--- config.mk ---
export PLATFORM = sky130hd
export DESIGN_NAME = fetch_queue
export DESIGN_NICKNAME = d
export VERILOG_FILES = /design/src/rtl/fetch_queue.sv
export SDC_FILE = /design/constraint.sdc
export NUM_CORES = 1
export LEC_CHECK = 0
export ABC_CLOCK_PERIOD_IN_PS = 2600
export BUFFER_PORTS_ARGS = -buffer_cell sky130_fd_sc_hd__buf_4
export CAP_MARGIN = 15
export CORE_UTILIZATION = 52
export CTS_CLUSTER_SIZE = 10
export DETAILED_ROUTE_END_ITERATION = 8
export MAX_ROUTING_LAYER = met4
export PLACE_DENSITY = 0.89
export SETUP_SLACK_MARGIN = 0.5
export SYNTH_ARGS = -nofsm -noshare
export SYNTH_HDL_FRONTEND = slang
export SYNTH_SLANG_ARGS = --single-unit
--- constraint.sdc ---
create_clock -name clk -period 2.6 [get_ports clk]
set_input_delay 0.39 -clock clk [delete_from_list [all_inputs] [get_ports clk]]
set_output_delay 0.39 -clock clk [all_outputs]
set_load 0.005 [all_outputs]
--- src/rtl/fetch_queue.sv ---
// Instruction fetch queue: issues sequential fetches under a credit rule and buffers
// {pc, inst} pairs for decode; redirects flush the queue and restart fetch.
module fetch_queue #(
  parameter int              XLEN     = 32,
  parameter int              DEPTH    = 4,
  parameter logic [XLEN-1:0] RESET_PC = '0
) (
  input  logic                     clk,
  input  logic                     rst,
  output logic                     imem_en,
  output logic [XLEN-1:0]          imem_addr,
  input  logic [31:0]              imem_data,
  input  logic                     redirect_valid,
  input  logic [XLEN-1:0]          redirect_pc,
  output logic                     out_valid,
  input  logic                     out_ready,
  output logic [XLEN-1:0]          out_pc,
  output logic [31:0]              out_inst,
  output logic [XLEN-1:0]          out_pc_plus_4,
  output logic [$clog2(DEPTH):0]   occupancy
);

  localparam int PW = $clog2(DEPTH);
  localparam int CW = PW + 1;

  logic [XLEN-1:0] fetch_pc;
  logic [XLEN-1:0] req_pc;
  logic            in_flight;
  logic [PW-1:0]   rd_ptr;
  logic [PW-1:0]   wr_ptr;
  logic [CW-1:0]   count;
  logic [XLEN-1:0] pc_mem   [DEPTH];
  logic [31:0]     inst_mem [DEPTH];
  logic [XLEN-1:0] redirect_addr;
  logic [CW:0]     credit_used;
  logic            push;
  logic            pop;

  // An outstanding request already owns a slot, so it counts against free space.
  assign redirect_addr = {redirect_pc[XLEN-1:2], 2'b00};
  assign credit_used   = {1'b0, count} + {{CW{1'b0}}, in_flight};
  assign imem_en       = rst & (redirect_valid | (credit_used < (CW+1)'(DEPTH)));
  assign imem_addr     = redirect_valid ? redirect_addr : {fetch_pc[XLEN-1:2], 2'b00};

  assign push          = in_flight & ~redirect_valid;
  assign out_valid     = (count != '0) & ~redirect_valid;
  assign pop           = out_valid & out_ready;

  assign out_pc        = pc_mem[rd_ptr];
  assign out_inst      = inst_mem[rd_ptr];
  assign out_pc_plus_4 = out_pc + XLEN'(4);
  assign occupancy     = count;

  always_ff @(posedge clk or negedge rst) begin
    if (!rst) begin
      fetch_pc  <= RESET_PC;
      req_pc    <= RESET_PC;
      in_flight <= 1'b0;
      rd_ptr    <= '0;
      wr_ptr    <= '0;
      count     <= '0;
    end else begin
      in_flight <= imem_en;
      if (imem_en) begin
        req_pc   <= imem_addr;
        fetch_pc <= imem_addr + XLEN'(4);
      end
      if (redirect_valid) begin
        rd_ptr <= '0;
        wr_ptr <= '0;
        count  <= '0;
      end else begin
        if (push) wr_ptr <= wr_ptr + 1'b1;
        if (pop)  rd_ptr <= rd_ptr + 1'b1;
        if (push && !pop)
          count <= count + 1'b1;
        else if (!push && pop)
          count <= count - 1'b1;
      end
    end
  end

  // Storage needs no reset; an entry is only read once count says it was written.
  always_ff @(posedge clk) begin
    if (push) begin
      pc_mem[wr_ptr]   <= req_pc;
      inst_mem[wr_ptr] <= imem_data;
    end
  end

endmodule

Word level (Yosys, flattened, before mapping). Memory sizes are Yosys's and may differ from the RTL's. Cells that the tools add are included.

Add/sub/neg operators: 7. $lt $le $gt $ge: 1. Multiplexer cells: 10. Bitwise logic cells: 6. Reduce and logical (&&, ||, !) cells: 8.

Operator list (number): 32-bit by 3-bit adder with 32-bit output (second input constant) (2); 32-bit two-way mux (1); 3-bit two-way mux (3); 2-bit two-way mux (4); 3-bit nonzero test (2); 2-bit by 1-bit adder with 2-bit output (second input constant) (2); 3-bit by 1-bit adder with 4-bit output (1); 1-bit bitwise AND (4); 4-bit by 3-bit less-than comparator with 1-bit output (second input constant) (1); 2-bit nonzero test (2); 3-bit by 1-bit adder with 3-bit output (second input constant) (1); 3-bit by 1-bit subtractor with 3-bit output (second input constant) (1); 1-bit logical AND (2); 1-bit zero test (2); 1-bit two-way mux (2); 1-bit NOT (1); 1-bit OR (1).

Register bits: 72. RAM bits: 256. Bits of input ports: 68. Word-level logic and storage cells: 40. Memories kept: 2.

Memories: inst_mem (depth 4, bits a word 32, rd ports 1, clocked after Yosys merged registers in 0, wr ports 1, RTL line 33) `logic [31:0] inst_mem [DEPTH];`; pc_mem (depth 4, bits a word 32, rd ports 1, clocked after Yosys merged registers in 0, wr ports 1, RTL line 32) `logic [XLEN-1:0] pc_mem [DEPTH];`.

Longest topological paths before layout.
Word-level depth: 7. Gate-level depth with buffers: 13. Mapped depth without buffers: 8.

Worst setup path before layout. Ideal clock, no wire load.

Path kind: input -> register. Start point: in redirect_valid. End point: mem inst_mem[0][0] (enable). Library setup time: 0.427 ns. Data arrival time: 3.011 ns. Slack: -0.838 ns. Stages: 8. Cell sequence: buf_6 > buf_8 > buf_6 > buf_6 > buf_2 > clkbuf_1 > nor2b_1 > and2_1.

Word-level cells in the longest chain between the ends: 4.

Ends and longest elaborated chain: start, declared (RTL line 13) `input logic redirect_valid,`; 1-bit NOT (RTL line 45) `assign push = in_flight & ~redirect_valid;`; 1-bit bitwise AND (RTL line 45); 1-bit two-way mux (RTL line 85) `if (push) begin`; 1-bit two-way mux (implied by the code) (RTL line 87) `inst_mem[wr_ptr] <= imem_data;`; end, declared (RTL line 33).

Every way passes these cells.

Final worst setup path.
Start point: reg rd_ptr[0]. End point: out out_pc_plus_4[21].

Word-level cells in the longest chain between the ends: 2.

Ends and longest elaborated chain: start, declared (RTL line 29) `logic [PW-1:0] rd_ptr;`; start signal, assigned (RTL line 74) `if (pop) rd_ptr <= rd_ptr + 1'b1;`; memory 4 x 32 bit; 32-bit by 3-bit adder with 32-bit output (RTL line 51) `assign out_pc_plus_4 = out_pc + XLEN'(4);`; end, declared (RTL line 19) `output logic [XLEN-1:0] out_pc_plus_4,`.

Every way passes these cells.

==> metrics <==
post-synthesis sequential area ratio 67.80%; gp weighted congestion 0.8910; Routed Antenna Nets 0; Synth async-reset ratio 21.52%; TritonCTS clock tree done; DRC 0; setup slack, reg-to-reg 0.55 ns; core area 25330 um^2; First-pass DRT Iterations 5; R2R depth 8; #FFs+latches synth 316; ys flop type edfxtp_1; IO Pins 201; Pwr Density 810.3 nW/um^2; failing checks negative setup slack; first-pass GRT wire length 48660 um; met3 wire len 2385 um; critical path launch point type register; syn avg cell area 16.04 um^2; final setup margin -0.5942 ns; Setup CP Type reg -> out; I/O Buffers 192; Met2 Routed Length 16450 um; LEAKAGE 0.007000 uW; vias in the first global route 8589; Initial Utilization 53.28%; worst-case clock buffer depth 3; top-count cell post-synth edfxtp_1; top sig layer met4; routed wire length 32600 um; Via density 5.703; area grow syn2layout 34.34%; post-synth top area cell edfxtp_1; r2r endpoint fetch_pc[26]$_DFFE_PN0P_; 1st-iter DRT viols 800; Post-Route M1 WL 13200 um; share of layout cells above drive strength 1 42.46%; status complete, but fails checks; Worst-Margin Slew 0.4658 ns; Die Wd 163.1 um; Setup violations, final 56; clk_skew 0.01934 ns; post-DP HPWL 20870 um; via count 8691; Fin. Hold Viols 0; Post-synth EDFFs 248; Util after Layout 71.57%; Area contributors post-synth edfxtp_1 (55%), dfrtp_1 (13%), mux4_2 (10%); CP max FO 7; power consumption 14690 uW; crit path DAT 2.80 ns; Yosys top cell area share 55.19%; Hold Crit Class in -> reg; Die Area 26600 um^2; Synth top cells by count edfxtp_1 (248), nand2_1 (76), dfrtp_1 (68); fillcell total 1500; DR WL/cell 21.39 um; CP Capture Type output pin; max-slew violation count 0; max frequency 313.1 MHz; dpl cell area 16110 um^2; cells after synthesis 841; Hold EP inst_mem[2][8]$_DFFE_PP_; synth unique cells 60; clk sink count 316; cts bufs inserted 38; final net count 1254; initial antenna violation count 0; largest net degree at the start of global routing 93; Critical Path RT 2.21 ns; Hold Startpoint imem_data[8]; depth of the worst hold-timing path 1; Worst-path clk slew 0.05 ns; chip height 163.1 um; r2r startpoint fetch_pc[2]$_DFFE_PN0P_; Setup TNS Final -16.84 ns; max-cap check violation count 0; Final Critical Period 3.194 ns; Ys Warns 0; fin area 18130 um^2; Clock Root Buffer clkbuf_16; ant diodes 0; headroom to the max-slew limit 68.06%; H-tree Lvls 2; GR Util All Layers 25.28%; Post-Syn Area 13490 um^2; peak supply drop 0.0005591 V; Post-Place Cells 1422; clk_lat worst skew 0.52 ns; Rows 58; Final Cycle Share 122.9%; grt ovf 0; RSZ-0062 raised after global routing true; Non-Filler Instances 1524
state kept, by name, summed over array words and instances (netlist names):
name	flops
inst_mem	128
pc_mem	120
fetch_pc	30
req_pc	30
occupancy	3
rd_ptr	2
wr_ptr	2
in_flight	1
metal layers:
metal  GRT usage (%)  vias up
li1                -     3890
met1           32.74     4392
met2           42.38      361
met3           4.317       48
met4           4.885        0
met5               -        -
logic make-up after synthesis:
kind of cell	Yosys count	synth area share [%]
DFF	316	67.80
and+or+nand+nor	206	8.179
muxes	96	12.92
AOI/OAI and AO/OA	92	4.581
buffers and inverters	78	2.865
xor gates and xnor gates	45	2.921
adders and majority gates	7	0.7047
other	1	0.02779
critical path, stage by stage, from the launching register on:
cell     delay (ns)
dfrtp_4        0.55
buf_12         0.17
mux4_2         0.39
buf_6          0.11
buf_6          0.10
nand3_4        0.13
nor3_4         0.24
buf_6          0.15
nand4_1        0.11
xnor2_1        0.21
buf_4          0.14
power by group:
| group | switching [uW] | leakage [uW] | internal, uW |
|---|---|---|---|
| clock network | 1910 | 0.000530 | 2820 |
| logic | 1630 | 0.00337 | 1970 |
| registers | 358 | 0.00310 | 6010 |
cell usage in the layout, fill, tap and decap left out, drive strengths merged, types with 4 or more instances in the layout:
master / instances
buf: 332
edfxtp: 248
nand2: 76
dfrtp: 68
mux4: 62
clkbuf: 50
o21ai: 41
inv: 37
xnor2: 34
nand3: 30
mux2i: 29
nor2: 23
nand4: 15
xor2: 11
a21oi: 10
nand3b: 10
nor3: 10
and2: 9
a21o: 8
o31ai: 8
nor4: 8
or4: 7
conb: 6
ha: 6
mux2: 5
and3: 5
nor2b: 5
a211oi: 5
clkinv: 5
and4: 4
worst max path at each step:
stage                     depth (start not counted)  slack (ns)                  start                        to
after floorplan                                  12        0.16         redirect_valid  occupancy[2]$_DFFE_PN0P_
after detailed placement                          7       -0.14  rd_ptr[0]$_DFFE_PN0P_         out_pc_plus_4[30]
final                                            10       -0.59  rd_ptr[0]$_DFFE_PN0P_         out_pc_plus_4[21]
after global routing                              8       -0.72  rd_ptr[0]$_DFFE_PN0P_         out_pc_plus_4[22]
after CTS                                         8       -0.62  rd_ptr[0]$_DFFE_PN0P_         out_pc_plus_4[22]
after global placement                            7       -0.08  rd_ptr[0]$_DFFE_PN0P_         out_pc_plus_4[30]
area by class of cell:
class / instances / area, um^2 / share of cell area, %
clock inverters: 6 / 76.32 / 0.4211
inverters: 37 / 138.9 / 0.7662
clock buffers: 49 / 1013 / 5.591
multi-input cells: 452 / 4327 / 23.87
repair buffers: 334 / 2997 / 16.53
flip-flops and latches: 316 / 9161 / 50.54
well taps: 330 / 412.9 / 2.278
per-stage QoR:
stage	setup slack [ns]	hold WS (ns)
floorplan	0.1575	0.09441
global placement	-0.07931	0.4576
detailed placement	-0.1421	0.4708
CTS	-0.6215	0.03794
global route	-0.7152	0.04832
finish	-0.5942	0.06786
timing repair:
item / CTS / global route
setup endpoints to repair: 101 / 105
buffers inserted: 20 / 23
hold endpoints to repair: 33 / 0
hold buffers: 1 / 0
cloned: 3 / 0
pin swaps: 23 / 19
gates resized for setup: 84 / 43
(Power assumes the default switching activity.)
